**src/rtl/multicycle_controller.sv**
```systemverilog
// Multicycle RV32I control FSM: decodes Instr and sequences fetch/decode/execute with a MemReady handshake.
// Optional RETIRE_COUNT_EN adds a 32-bit RetireCount output of PC-updating cycles.
module multicycle_controller #(
    parameter int unsigned MEM_TIMEOUT = 15
) (
    input  logic        clk,
    input  logic        reset,
    input  logic [31:0] Instr,
    input  logic        Zero,
    input  logic        MemReady,
    output logic [1:0]  ResultSrc,
    output logic        ALUSrc,
    output logic        RegWrite,
    output logic [1:0]  ImmSrc,
    output logic [3:0]  ALUControl,
    output logic        MemRead,
    output logic        MemWrite,
    output logic        IRWrite,
    output logic        PCWrite,
    output logic        PCSrc,
    output logic        Illegal,
    output logic        MemErr,
    output logic [3:0]  State
`ifdef RETIRE_COUNT_EN
    ,
    output logic [31:0] RetireCount
`endif
);

    typedef enum logic [3:0] {
        S_IDLE      = 4'd0,
        S_FETCH     = 4'd1,
        S_DECODE    = 4'd2,
        S_EXEC_R    = 4'd3,
        S_EXEC_I    = 4'd4,
        S_MEM_ADR_L = 4'd5,
        S_MEM_WB    = 4'd6,
        S_MEM_ADR_S = 4'd7,
        S_BEQ       = 4'd8,
        S_JAL       = 4'd9,
        S_ERROR     = 4'd10
    } state_t;

    localparam logic [8:0] TIMEOUT_C = 9'(MEM_TIMEOUT);
    localparam logic [3:0] ALU_ADD = 4'b0000;
    localparam logic [3:0] ALU_SUB = 4'b0001;
    localparam logic [3:0] ALU_AND = 4'b0010;
    localparam logic [3:0] ALU_OR  = 4'b0011;
    localparam logic [3:0] ALU_SLT = 4'b0101;

    state_t     state_q, state_d;
    logic [7:0] wait_q, wait_d;
    logic       illegal_q, illegal_d;
    logic       mem_err_q, mem_err_d;

    logic [6:0] opcode;
    logic [2:0] funct3;
    logic [6:0] funct7;
    logic       f3_ok;
    logic       r_ok;
    logic       timeout;
    logic [3:0] alu_f3;
    logic       unused_instr_bits;

    assign opcode = Instr[6:0];
    assign funct3 = Instr[14:12];
    assign funct7 = Instr[31:25];
    assign unused_instr_bits = ^{Instr[24:15], Instr[11:7]};

    assign f3_ok = (funct3 == 3'b000) || (funct3 == 3'b111) ||
                   (funct3 == 3'b110) || (funct3 == 3'b010);
    // SUB is the only R-type encoding with a non-zero funct7.
    assign r_ok  = f3_ok && ((funct7 == 7'b0000000) ||
                             (funct7 == 7'b0100000 && funct3 == 3'b000));
    assign timeout = ({1'b0, wait_q} + 9'd1) == TIMEOUT_C;

    always_comb begin
        alu_f3 = ALU_ADD;
        case (funct3)
            3'b111:  alu_f3 = ALU_AND;
            3'b110:  alu_f3 = ALU_OR;
            3'b010:  alu_f3 = ALU_SLT;
            default: alu_f3 = ALU_ADD;
        endcase
    end

    always_comb begin
        state_d   = state_q;
        wait_d    = 8'd0;
        illegal_d = illegal_q;
        mem_err_d = mem_err_q;
        case (state_q)
            S_IDLE: state_d = S_FETCH;
            S_FETCH, S_MEM_ADR_L, S_MEM_ADR_S: begin
                if (MemReady) begin
                    state_d = (state_q == S_FETCH)     ? S_DECODE :
                              (state_q == S_MEM_ADR_L) ? S_MEM_WB : S_FETCH;
                end else if (timeout) begin
                    state_d   = S_ERROR;
                    mem_err_d = 1'b1;
                end else begin
                    wait_d = wait_q + 8'd1;
                end
            end
            S_DECODE: begin
                state_d   = S_ERROR;
                illegal_d = 1'b1;
                if (opcode == 7'b0110011 && r_ok) begin
                    state_d = S_EXEC_R; illegal_d = illegal_q;
                end else if (opcode == 7'b0010011 && f3_ok) begin
                    state_d = S_EXEC_I; illegal_d = illegal_q;
                end else if (opcode == 7'b0000011 && funct3 == 3'b010) begin
                    state_d = S_MEM_ADR_L; illegal_d = illegal_q;
                end else if (opcode == 7'b0100011 && funct3 == 3'b010) begin
                    state_d = S_MEM_ADR_S; illegal_d = illegal_q;
                end else if (opcode == 7'b1100011 && funct3 == 3'b000) begin
                    state_d = S_BEQ; illegal_d = illegal_q;
                end else if (opcode == 7'b1101111) begin
                    state_d = S_JAL; illegal_d = illegal_q;
                end
            end
            S_EXEC_R, S_EXEC_I, S_MEM_WB, S_BEQ, S_JAL: state_d = S_FETCH;
            S_ERROR: state_d = S_ERROR;
            default: state_d = S_ERROR;
        endcase
    end

    always_comb begin
        ResultSrc  = 2'b00;
        ALUSrc     = 1'b0;
        RegWrite   = 1'b0;
        ImmSrc     = 2'b00;
        ALUControl = ALU_ADD;
        MemRead    = 1'b0;
        MemWrite   = 1'b0;
        IRWrite    = 1'b0;
        PCWrite    = 1'b0;
        PCSrc      = 1'b0;
        case (state_q)
            S_FETCH: begin
                MemRead = 1'b1;
                IRWrite = MemReady;
            end
            S_DECODE: begin
                case (opcode)
                    7'b0100011: ImmSrc = 2'b01;
                    7'b1100011: ImmSrc = 2'b10;
                    7'b1101111: ImmSrc = 2'b11;
                    default:    ImmSrc = 2'b00;
                endcase
            end
            S_EXEC_R: begin
                ALUControl = (funct3 == 3'b000) ? (funct7[5] ? ALU_SUB : ALU_ADD) : alu_f3;
                RegWrite   = 1'b1;
                PCWrite    = 1'b1;
            end
            S_EXEC_I: begin
                ALUSrc     = 1'b1;
                ALUControl = alu_f3;
                RegWrite   = 1'b1;
                PCWrite    = 1'b1;
            end
            S_MEM_ADR_L: begin
                ALUSrc  = 1'b1;
                MemRead = 1'b1;
            end
            S_MEM_WB: begin
                ResultSrc = 2'b01;
                ALUSrc    = 1'b1;
                RegWrite  = 1'b1;
                PCWrite   = 1'b1;
            end
            S_MEM_ADR_S: begin
                ALUSrc   = 1'b1;
                ImmSrc   = 2'b01;
                MemWrite = 1'b1;
                PCWrite  = MemReady;
            end
            S_BEQ: begin
                ALUControl = ALU_SUB;
                ImmSrc     = 2'b10;
                PCWrite    = 1'b1;
                PCSrc      = Zero;
            end
            S_JAL: begin
                ImmSrc    = 2'b11;
                ResultSrc = 2'b10;
                RegWrite  = 1'b1;
                PCWrite   = 1'b1;
                PCSrc     = 1'b1;
            end
            default: ;
        endcase
    end

    always_ff @(posedge clk or negedge reset) begin
        if (!reset) begin
            state_q   <= S_IDLE;
            wait_q    <= 8'd0;
            illegal_q <= 1'b0;
            mem_err_q <= 1'b0;
        end else begin
            state_q   <= state_d;
            wait_q    <= wait_d;
            illegal_q <= illegal_d;
            mem_err_q <= mem_err_d;
        end
    end

`ifdef RETIRE_COUNT_EN
    logic [31:0] retire_q;

    always_ff @(posedge clk or negedge reset) begin
        if (!reset) begin
            retire_q <= 32'd0;
        end else if (PCWrite && state_q != S_IDLE && state_q != S_ERROR) begin
            retire_q <= retire_q + 32'd1;
        end
    end

    assign RetireCount = retire_q;
`endif

    assign Illegal = illegal_q;
    assign MemErr  = mem_err_q;
    assign State   = state_q;

endmodule

```
**config.mk**
```make
export PLATFORM = sky130hd
export DESIGN_NAME = multicycle_controller
export DESIGN_NICKNAME = d
export VERILOG_FILES = /design/src/rtl/multicycle_controller.sv
export SDC_FILE = /design/constraint.sdc
export NUM_CORES = 1
export LEC_CHECK = 0
export CAP_MARGIN = 25
export CORE_MARGIN = 3
export CORE_UTILIZATION = 42
export CTS_CLUSTER_SIZE = 28
export DETAILED_ROUTE_END_ITERATION = 12
export PLACE_DENSITY = 0.91
export SYNTH_ARGS = -nofsm -noshare
export SYNTH_HDL_FRONTEND = slang
export SYNTH_SLANG_ARGS = --single-unit
```
**constraint.sdc**
```tcl
create_clock -name clk -period 5.3 [get_ports clk]
set_input_delay 0.53 -clock clk [delete_from_list [all_inputs] [get_ports clk]]
set_output_delay 0.53 -clock clk [all_outputs]
set_load 0.01 [all_outputs]
```
After elaboration in Yosys (flattened, before gate mapping)
Index checks and enable logic that the tools add are counted.
{"block": "classes", "addsub": 2, "mul": 0, "n_div": 0, "n_lt_le_gt_ge": 0, "eq_ne": 21, "shifts": 0, "muxes": 28, "bitwise_logic": 7, "n_reduce_logical": 22}
{"op": "$mux W4", "count": 7}
{"op": "$mux W8", "count": 3}
{"op": "$pmux W4 S3", "count": 2}
{"op": "$eq A7 B6 Y1 const B", "count": 3}
{"op": "$eq A4 B3 Y1 const B", "count": 4}
{"op": "$eq A7 B7 Y1 const B", "count": 2}
{"op": "$add A8 B1 Y9 const B", "count": 1}
{"op": "$eq A9 B4 Y1 const B", "count": 1}
{"op": "$pmux W3 S3", "count": 1}
{"op": "$add A8 B1 Y8 const B", "count": 1}
{"op": "$eq A4 B2 Y1 const B", "count": 2}
{"op": "$eq A4 B4 Y1 const B", "count": 2}
{"op": "$pmux W2 S4", "count": 1}
{"op": "$reduce_or A4 Y1", "count": 2}
{"op": "$eq A7 B2 Y1 const B", "count": 1}
{"op": "$eq A7 B5 Y1 const B", "count": 1}
{"op": "$logic_and A1 B1 Y1", "count": 7}
{"op": "$logic_not A7 Y1", "count": 1}
{"op": "$not A1 Y1", "count": 7}
{"op": "$reduce_and A7 Y1", "count": 1}
{"op": "$eq A3 B3 Y1 const B", "count": 2}
{"op": "$mux W1", "count": 6}
{"op": "$mux W3", "count": 2}
{"op": "$pmux W2 S3", "count": 1}
{"op": "other kinds (14)", "count": 19}
{"block": "word_totals", "ff_bits": 14, "latchBits": 0, "ram_bits": 0, "romBits": 0, "output_inout_bits": 21, "memories": 0}

Logic depth before layout (Yosys ltp)
Gate-level depths: netlist (run 1).
{"block": "logic_depth", "ltp_word": 8, "mapped_depth": 7, "mapped_depth_nobuf": 7}

Worst setup path after synthesis (run 1)
Ideal clock, no wire load.
{"block": "synth_timing", "path_kind": "flip-flop to output port", "from": "register state_q[0] (netlist: State[0])", "to": "output IRWrite", "arrival_time_ns": 1.287, "t_required_ns": 4.770, "slack_ns": 3.483, "stages_incl_launch_ff": 5, "n_path_buf": 2, "path_cell_list": "dfrtp_1 > clkbuf_1 > clkbuf_1 > nand3_1 > nor3_1"}
{"block": "synth_between", "elab_chain_cells": 2}
{"item": "from (decl)", "line_no": "51", "source": "state_t state_q, state_d;"}
{"item": "from (signal assigned)", "line_no": "203", "source": "state_q <= state_d;"}
{"item": "$eq A4 B1 Y1", "line_no": "139", "source": "case (state_q)"}
{"item": "$mux W1", "line_no": "139"}
{"item": "to (decl)", "line_no": "18", "source": "output logic IRWrite,"}
Every way passes these cells.

Worst setup path after layout (run 1)
{"block": "layout_timing", "from": "input Instr[5]", "to": "output ImmSrc[0]"}
{"block": "layout_between", "elab_chain_cells": 3}
{"item": "from (decl)", "line_no": "8", "source": "input logic [31:0] Instr,"}
{"item": "$eq A7 B7 Y1 or $eq A7 B6 Y1 (tied branches)", "line_no": "145", "source": "case (opcode)"}
{"item": "$pmux W2 S3 (*)", "line_no": "145"}
{"item": "$pmux W2 S4 (*)", "line_no": "139"}
{"item": "to (decl)", "line_no": "14", "source": "output logic [1:0] ImmSrc,"}
Mark *: on every way between the ends. The rest lies on a longest branch, timed or not.

==> results.sh, run 1 <==
export IMPL_outcome="finished clean"
export IMPL_yosys_most_used_dff="dfrtp_1"
export IMPL_clk_pin_slew_ps=70
export IMPL_rsz0062_at_grt="false"
export IMPL_die_area_um2=3260
export IMPL_fin_crit_sh_pct=55.0
export IMPL_synth_warning_count=0
export IMPL_htreeDepth=1
export IMPL_p_clk_share_pct=11.7
export IMPL_fin_skew_ps=6.97
export IMPL_powerDensity_nw_per_um2=329
export IMPL_antenna_found_initial=0
export IMPL_die_h_um=57.1
export IMPL_ioPinCount=57
export IMPL_initial_core_util_pct=47.0
export IMPL_coreArea_um2=2340
export IMPL_slew_headroom_pct=58.7
export IMPL_critPathArrivalTime_ps=2390
export IMPL_synth_top_area_share_pct=31.9
export IMPL_routed_wl_mm=3.03
export IMPL_setup_tns_ps=0
export IMPL_num_vias=1187
export IMPL_worst_slew_pin_slew_ps=617
export IMPL_synth_area_top_cells="dfrtp_1, nor2_1, o21ai_0, nand3_1, xor2_1"
export IMPL_syn_area_um2=1100
export IMPL_synth_seq_area_share_pct=31.9
export IMPL_synthArstFlopShare_pct=100
export IMPL_final_max_slew_viol_count=0
export IMPL_dp_cells=204
export IMPL_final_hold_violation_count=0
export IMPL_fp_dieW_um=57.1
export IMPL_grt_pass1_vias=1141
export IMPL_via_per_inst=5.73
export IMPL_routed_top_layer="met4"
export IMPL_drtPass1Iterations=7
export IMPL_cts_resized=0
export IMPL_synth_commonest_cells="nor2_1, dfrtp_1, o21ai_0"
export IMPL_met1_length_mm=1.26
export IMPL_switchingPower_w=0.000208
export IMPL_min_path_type="flop to flop"
export IMPL_ys_ff_latch=14
export IMPL_synth_edf_count=0
export IMPL_peakVddDrop_v=0.000256
export IMPL_clockBufferDepth=2
export IMPL_area_delta_synth_final_pct=38.5
export IMPL_cts_setup_buffers=0
export IMPL_seqCellArea_um2=350
export IMPL_hold_ws_ps=476
export IMPL_intPower_w=0.000291
export IMPL_multi_input_area_um2=679
export IMPL_leakage_nw=0.582
export IMPL_instances_no_fill=207
export IMPL_p_comb_share_pct=55.4
export IMPL_grt_usage_pct=18.8
export IMPL_met2WireLength_mm=1.57
export IMPL_period_minus_slack_ps=2920
export IMPL_antenna_cells=0
export IMPL_grt_first_pass_wirelength_mm=5.00
export IMPL_tritoncts="built"
export IMPL_final_util_pct=65.0
export IMPL_synth_most_common_cell="nor2_1"
export IMPL_synth_area_leader_cell="dfrtp_1"
export IMPL_setup_viol=0
export IMPL_fillers=203
export IMPL_row_count=17
export IMPL_insertion_delay_ps=280
export IMPL_grt_ovfl_total=0
export IMPL_ant_nets=0
export IMPL_hold_buffers=0
export IMPL_worstReg2RegStart="wait_q[0]"
export IMPL_synth_net_count=181
export IMPL_route_detailed_drc=0
export IMPL_cp_startpoint="Instr[5]"
export IMPL_placed_area_um2=1500
export IMPL_ys_types=42
export IMPL_drive_gt1_share_pct=3.91
export IMPL_worstPathRequired_ps=4770
export IMPL_critPathKind="input pin to output pin"
export IMPL_clock_fmax_mhz=343
export IMPL_portBuffers=40
export IMPL_min_from="Illegal"
export IMPL_grt_max_degree=19
export IMPL_drv_cap=0
export IMPL_avgSynthCellArea_um2=7.68
export IMPL_start_kind="input pin"
export IMPL_worstPathMaxFanout=6
export IMPL_wl_met3_um=177
export IMPL_power_frac_seq_pct=32.9
export IMPL_wl_per_cell_um=14.6
export IMPL_cp_end_kind="output pin"
export IMPL_place_gp_congestion=0.792
export IMPL_numCtsBuffers=3
export IMPL_clockRootBuffer="clkbuf_4"
export IMPL_nets=219
export IMPL_post_route_cell_area_um2=1520
export IMPL_drtIter0Drc=41
export IMPL_synthCells=143
export IMPL_dp_hpwl_mm=2.40
export IMPL_cts_sinks=14
export IMPL_switching_share_pct=41.7
[layout by cell type (no fill, tap or decap), drive strengths merged, types with 2 or more instances in the layout]
| cell | n |
|---|---|
| ha | 2 |
| clkbuf | 3 |
| nand2b | 2 |
| dfrtp | 14 |
| inv | 9 |
| xor2 | 5 |
| nor2b | 2 |
| nand2 | 9 |
| nor4 | 2 |
| nor4b | 2 |
| a31oi | 3 |
| nor2 | 25 |
| clkdlybuf4s50 | 40 |
| nand4 | 3 |
| xnor2 | 3 |
| and2 | 2 |
| o31ai | 2 |
| o221ai | 2 |
| a211oi | 2 |
| and3 | 2 |
| o21ai | 11 |
| nor3 | 5 |
| nand3 | 9 |
| a21oi | 3 |
| o211ai | 3 |
[worst max-delay path: stages]
cell and delay, ps:
clkdlybuf4s50_1 560, nor2b_1 200, nand4_1 160, nor2_1 180, a21oi_1 50, o21ai_0 140
clkdlybuf4s50_1 560
[cells by family after synthesis]
family | Yosys count | share of synthesized area [%]
XOR/XNOR | 8 | 6.38
other | 1 | 0.341
buffers and inverters | 16 | 6.26
flip-flops | 14 | 31.9
AND/OR/NAND/NOR | 67 | 30.6
adder cells (fa/ha/maj) | 2 | 2.28
AO/OA/AOI/OAI | 35 | 22.2
[metrics by stage]
stage | setup WS, ps | total power (W)
5_1_grt | 2190 | 0.000535
4_1_cts | 2400 | 0.000499
6_report | 2380 | 0.000500
3_5_place_dp | 2380 | 0.000441
3_3_place_gp | 2400 | 0.000434
2_1_floorplan | 3480 | 0.000309
[per-layer routing]
metal / track usage (%) / vias to the layer above
li1: - / 588
met1: 23.7 / 547
met2: 31.8 / 47
met3: 3.62 / 5
met4: 6.95 / 0
met5: 0 / -
[worst paths after layout]
kind	to	slack, ps	cells past startpoint
max	ImmSrc[0]	2380	7
min	Illegal	480	1
max reg2reg	State[0]	3370	5
min reg2reg	Illegal	480	1
max in group asynchronous	Illegal	4270	1
min in group asynchronous	State[3]	630	1
[cell type report]
class	count	area share [%]
multi-input cells	113	44.7
repair buffers	40	26.3
flip-flops and latches	14	23.0
well taps	28	2.30
inverters	9	2.22
clock buffers	3	1.48
[flip-flops by register name, summed over array words and instances, names as in the netlist]
register and count:
MemErr 1, wait_q 8, Illegal 1, State 4
[power by group through the flow]
| stage | sequential (W) | clock (W) | combinational, W |
|---|---|---|---|
| 6_report | 0.000165 | 0.0000584 | 0.000277 |
| 5_1_grt | 0.000169 | 0.0000646 | 0.000302 |
| 4_1_cts | 0.000163 | 0.0000589 | 0.000277 |
| 3_5_place_dp | 0.000165 | 0 | 0.000276 |
| 3_3_place_gp | 0.000165 | 0 | 0.000269 |
| 2_1_floorplan | 0.000139 | 0 | 0.000170 |
Note: power is estimated with default switching activity, not from simulation.
==> run 2: changes to the inputs <==
CORE_UTILIZATION = 39   (was 42)
PLACE_DENSITY = 0.86   (was 0.91)
clock period = 2.9 ns   (was 5.3 ns; I/O delays follow)
==> run 2 against run 1 <==
Against the previous run:
- final cell count grew 1.4%
- register-to-register slack lost 2300 ps
- sequential share of layout area shrank 0.24 points
- worst setup slack lost 2000 ps
- critical path depth is the same
- clock skew shrank 0.60 ps
- first-iteration DRC count grew 12%
- critical path type unchanged
==> results.sh, run 2 (synthesis results as in run 1) <==
export IMPL_portBuffers=40
export IMPL_fillers=237
export IMPL_rsz0062_at_grt="false"
export IMPL_num_vias=1193
export IMPL_via_per_inst=5.68
export IMPL_regToRegSetupSlack_ps=1030
export IMPL_p_clk_share_pct=14.7
export IMPL_intPower_w=0.000561
export IMPL_setup_slack_ps=433
export IMPL_critPathArrivalTime_ps=2180
export IMPL_worstPathMaxFanout=6
export IMPL_min_path_type="input pin to asynchronous set/reset pin"
export IMPL_grt_ovfl_total=0
export IMPL_fp_dieW_um=59.1
export IMPL_row_count=18
export IMPL_initial_core_util_pct=42.8
export IMPL_switchingPower_w=0.000376
export IMPL_grt_usage_pct=17.8
export IMPL_switching_share_pct=40.1
export IMPL_crit_top_cell="clkdlybuf4s50_1"
export IMPL_antenna_found_initial=0
export IMPL_final_hold_violation_count=0
export IMPL_start_kind="input pin"
export IMPL_top_register="wait_q"
export IMPL_dp_hpwl_mm=2.32
export IMPL_crit_path_max_incr_delay_ps=570
export IMPL_rr_worst_depth=5
export IMPL_slew_headroom_pct=59.3
export IMPL_drtPass1Iterations=4
export IMPL_hold_ws_ps=386
export IMPL_peakVddDrop_v=0.000400
export IMPL_setup_viol=0
export IMPL_hold_buffers=0
export IMPL_nets=219
export IMPL_cts_setup_buffers=0
export IMPL_final_max_slew_viol_count=0
export IMPL_numCtsBuffers=3
export IMPL_antenna_cells=0
export IMPL_power_frac_seq_pct=32.0
export IMPL_worst_slew_pin_slew_ps=609
export IMPL_ioPinCount=57
export IMPL_endpoint="ImmSrc[0]"
export IMPL_clock_fmax_mhz=405
export IMPL_final_cell_mix="clkdlybuf4s50_1, nor2_1, dfrtp_1, o21ai_0"
export IMPL_fin_skew_ps=6.38
export IMPL_insertion_delay_ps=280
export IMPL_area_delta_synth_final_pct=40.0
export IMPL_r2r_end="State[0]"
export IMPL_grt_first_pass_wirelength_mm=4.93
export IMPL_p_comb_share_pct=53.3
export IMPL_cts_sinks=14
export IMPL_drive_gt1_share_pct=4.44
export IMPL_cp_end_kind="output pin"
export IMPL_worstReg2RegStart="wait_q[0]"
export IMPL_outcome="finished clean"
export IMPL_grt_max_degree=19
export IMPL_largest_register_ffs=8
export IMPL_coreArea_um2=2570
export IMPL_place_gp_congestion=0.920
export IMPL_drv_cap=0
export IMPL_period_minus_slack_ps=2470
export IMPL_htreeDepth=1
export IMPL_pre_cts_ws_ps=481
export IMPL_cp_startpoint="Instr[5]"
export IMPL_cp_slowest_cell="clkdlybuf4s50_1"
export IMPL_die_h_um=59.1
export IMPL_cts_resized=0
export IMPL_fin_crit_sh_pct=85.1
export IMPL_clockRootBuffer="clkbuf_4"
export IMPL_setup_tns_ps=0
export IMPL_wl_per_cell_um=14.1
export IMPL_ant_nets=0
export IMPL_route_detailed_drc=0
export IMPL_die_area_um2=3490
export IMPL_grt_pass1_vias=1135
export IMPL_leakage_nw=0.589
export IMPL_critPathKind="input pin to output pin"
export IMPL_crit_chain="clkdlybuf4s50_1 > nor2b_1 > nand4_1 > nor2_1 > a21oi_1 > o21ai_0 > clkdlybuf4s50_1"
export IMPL_drtIter0Drc=46
export IMPL_powerDensity_nw_per_um2=609
export IMPL_routed_wl_mm=2.96
export IMPL_tritoncts="built"
export IMPL_clockBufferDepth=2
export IMPL_worstPathRequired_ps=2610
export IMPL_mostFrequentLayoutCell="clkdlybuf4s50_1"
export IMPL_clk_pin_slew_ps=80
-- run 2: cell count changes in the layout (fill, tap and decap cells not counted) --
cell,change
clkbuf_8,+1
-- run 2: worst max-delay path, delay by kind of cell --
family | cells | cell delay, ps
AND/OR/NAND/NOR | 3 | 530
buffers and inverters | 2 | 1120
AO/OA/AOI/OAI | 2 | 230
-- run 2: power by group through the flow --
stage | Clock, W | Sequential [W] | Combinational [W]
2_1_floorplan | 0 | 0.000253 | 0.000311
3_3_place_gp | 0 | 0.000301 | 0.000488
3_5_place_dp | 0 | 0.000302 | 0.000498
4_1_cts | 0.000143 | 0.000298 | 0.000501
5_1_grt | 0.000152 | 0.000308 | 0.000547
6_report | 0.000138 | 0.000299 | 0.000500
-- run 2: per-layer routing --
layer	track usage, %	vias up	routed length [um]	part of all wire, %
met2	30.6	63	1440	49
li1	-	586	-	-
met3	3.27	3	320	11
met4	7.12	0	19	0.64
met1	22.0	541	1180	40
met5	0	-	0	0
-- run 2: layout make-up --
class	count	area, um2	share of cell area [%]
multi-input combinational	113	679	44.2
timing repair buffer	40	400	26.0
sequential	14	350	22.8
tap	30	37.5	2.44
clock buffer	4	36.3	2.36
inverter	9	33.8	2.20
-- run 2: stage by stage --
step | instance area, um2 | utilization, % | cells | power, W
finish | 1540 | 59.9 | 210 | 0.000936
detailed placement | 1500 | 58.5 | 206 | 0.000801
global placement | 1500 | 58.5 | 206 | 0.000789
global route | 1540 | 59.9 | 210 | 0.00101
CTS | 1540 | 59.9 | 210 | 0.000942
floorplan | 1100 | - | 143 | 0.000564
-- run 2: worst min path at each step --
stage                        from         to  cells past startpoint
after floorplan             reset    Illegal                      0
after global placement    Illegal    Illegal                      1
after detailed placement  Illegal    Illegal                      1
after CTS                   reset  wait_q[5]                      1
after global routing        reset  wait_q[5]                      1
final                       reset  wait_q[3]                      1
==> run 3: changes to the inputs <==
CORE_MARGIN = 2   (was 3)
==> run 3 against run 2 <==
Against the previous run:
- non-clock buffer count stayed put
- worst hold slack worse by 11 ps
- design area is 0.81% lower
- via count is 0.17% lower
- combinational power hardly changed
- critical path depth is 2 lower
- clock power is 21% lower
- register-to-register slack hardly changed
- routed wire length is 6.3% lower
- die area is 6.7% lower
- sequential share of layout area is 0.19 points higher
- count of clock-buffer cells in the layout is 1 lower
==> results.sh, run 3 (synthesis results as in run 1) <==
export IMPL_drtPass1Iterations=4
export IMPL_cts_sinks=14
export IMPL_powerDensity_nw_per_um2=597
export IMPL_num_vias=1191
export IMPL_place_gp_congestion=0.781
export IMPL_antenna_found_initial=0
export IMPL_start_kind="flop"
export IMPL_final_max_slew_viol_count=0
export IMPL_fp_dieW_um=57.1
export IMPL_worstPathRequired_ps=2610
export IMPL_clockBufferDepth=2
export IMPL_outcome="finished clean"
export IMPL_drtIter0Drc=56
export IMPL_min_path_type="input pin to asynchronous set/reset pin"
export IMPL_clock_fmax_mhz=399
export IMPL_grt_max_degree=19
export IMPL_final_cell_mix="clkdlybuf4s50_1, nor2_1, dfrtp_1, o21ai_0"
export IMPL_clockRootBuffer="clkbuf_4"
export IMPL_cts_resized=0
export IMPL_htreeDepth=1
export IMPL_setup_viol=0
export IMPL_initial_core_util_pct=40.5
export IMPL_ant_nets=0
export IMPL_fin_skew_ps=5.66
export IMPL_worst_slew_pin_slew_ps=590
export IMPL_insertion_delay_ps=280
export IMPL_hold_buffers=0
export IMPL_worstReg2RegStart="wait_q[0]"
export IMPL_grt_pass1_vias=1097
export IMPL_rr_worst_depth=5
export IMPL_cts_setup_buffers=0
export IMPL_portBuffers=40
export IMPL_fillers=250
export IMPL_setup_tns_ps=0
export IMPL_die_area_um2=3260
export IMPL_drive_gt1_share_pct=3.91
export IMPL_routed_wl_mm=2.78
export IMPL_clk_pin_slew_ps=80
export IMPL_mostFrequentLayoutCell="clkdlybuf4s50_1"
export IMPL_largest_register_ffs=8
export IMPL_nets=219
export IMPL_ioPinCount=57
export IMPL_final_hold_violation_count=0
export IMPL_antenna_cells=0
export IMPL_dp_cells=207
export IMPL_wl_per_cell_um=13.2
export IMPL_area_delta_synth_final_pct=38.8
export IMPL_grt_usage_pct=18.5
export IMPL_period_minus_slack_ps=2510
export IMPL_die_h_um=57.1
export IMPL_dp_hpwl_mm=2.19
export IMPL_leakage_nw=0.582
export IMPL_via_per_inst=5.67
export IMPL_numCtsBuffers=3
export IMPL_rsz0062_at_grt="false"
export IMPL_route_detailed_drc=0
export IMPL_row_count=19
export IMPL_peakVddDrop_v=0.000387
export IMPL_critPathKind="flop to output pin"
export IMPL_regToRegSetupSlack_ps=1040
export IMPL_coreArea_um2=2710
export IMPL_drv_cap=0
export IMPL_grt_ovfl_total=0
export IMPL_fin_crit_sh_pct=86.4
export IMPL_grt_first_pass_wirelength_mm=4.78
export IMPL_critPathArrivalTime_ps=2220
export IMPL_instances_no_fill=210
export IMPL_top_register="wait_q"
export IMPL_worstPathMaxFanout=18
export IMPL_tritoncts="built"
export IMPL_r2r_end="State[0]"
export IMPL_final_util_pct=56.3
export IMPL_cp_end_kind="output pin"
export IMPL_slew_headroom_pct=60.5
-- run 3: stage by stage --
step / hold slack, ps / setup WS, ps / total power (W) / area [um2]
3_5_place_dp: 450 / 438 / 0.000799 / 1500
3_3_place_gp: 460 / 479 / 0.000790 / 1500
5_1_grt: 420 / 180 / 0.000983 / 1530
4_1_cts: 399 / 424 / 0.000911 / 1530
6_report: 376 / 395 / 0.000910 / 1530
2_1_floorplan: -5.59 / 1240 / 0.000564 / 1100
-- run 3: critical path, cell delays in order, from the launching register on --
cell,delay (ps)
dfrtp_1,680
nand2_1,190
a211oi_1,280
o21ai_0,110
o21ai_0,90
clkdlybuf4s50_1,570
-- run 3: worst max path at each step --
stage	startpoint	endpoint	slack (ps)	cells past startpoint
after detailed placement	Instr[5]	ImmSrc[0]	440	7
after CTS	State[0]	ALUControl[0]	420	5
after floorplan	wait_q[0]	State[2]	1240	6
after global placement	Instr[5]	ImmSrc[0]	480	7
final	State[0]	ALUControl[0]	390	5
after global routing	State[0]	ALUControl[0]	180	5
-- run 3: final cells by class --
cell class | instances | area (um2) | share of cell area, %
inverters | 9 | 33.8 | 2.21
flip-flops and latches | 14 | 350 | 23.0
clock buffers | 3 | 22.5 | 1.48
well taps | 31 | 38.8 | 2.54
repair buffers | 40 | 400 | 26.3
multi-input cells | 113 | 679 | 44.5
-- run 3: metal layers --
| layer | global-route usage [%] | part of all wire (%) | up-vias |
|---|---|---|---|
| li1 | - | - | 591 |
| met1 | 25.0 | 44 | 552 |
| met2 | 29.1 | 49 | 41 |
| met3 | 2.72 | 5.8 | 7 |
| met4 | 8.97 | 2.0 | 0 |
| met5 | 0 | 0 | - |
-- run 3: report_power, final --
| part | leakage (nW) | internal [W] | switching (W) |
|---|---|---|---|
| Combinational | 0.385 | 0.000262 | 0.000236 |
| Sequential | 0.184 | 0.000222 | 0.0000802 |
| Clock | 0.0138 | 0.0000483 | 0.0000612 |
| Total | 0.582 | 0.000532 | 0.000378 |
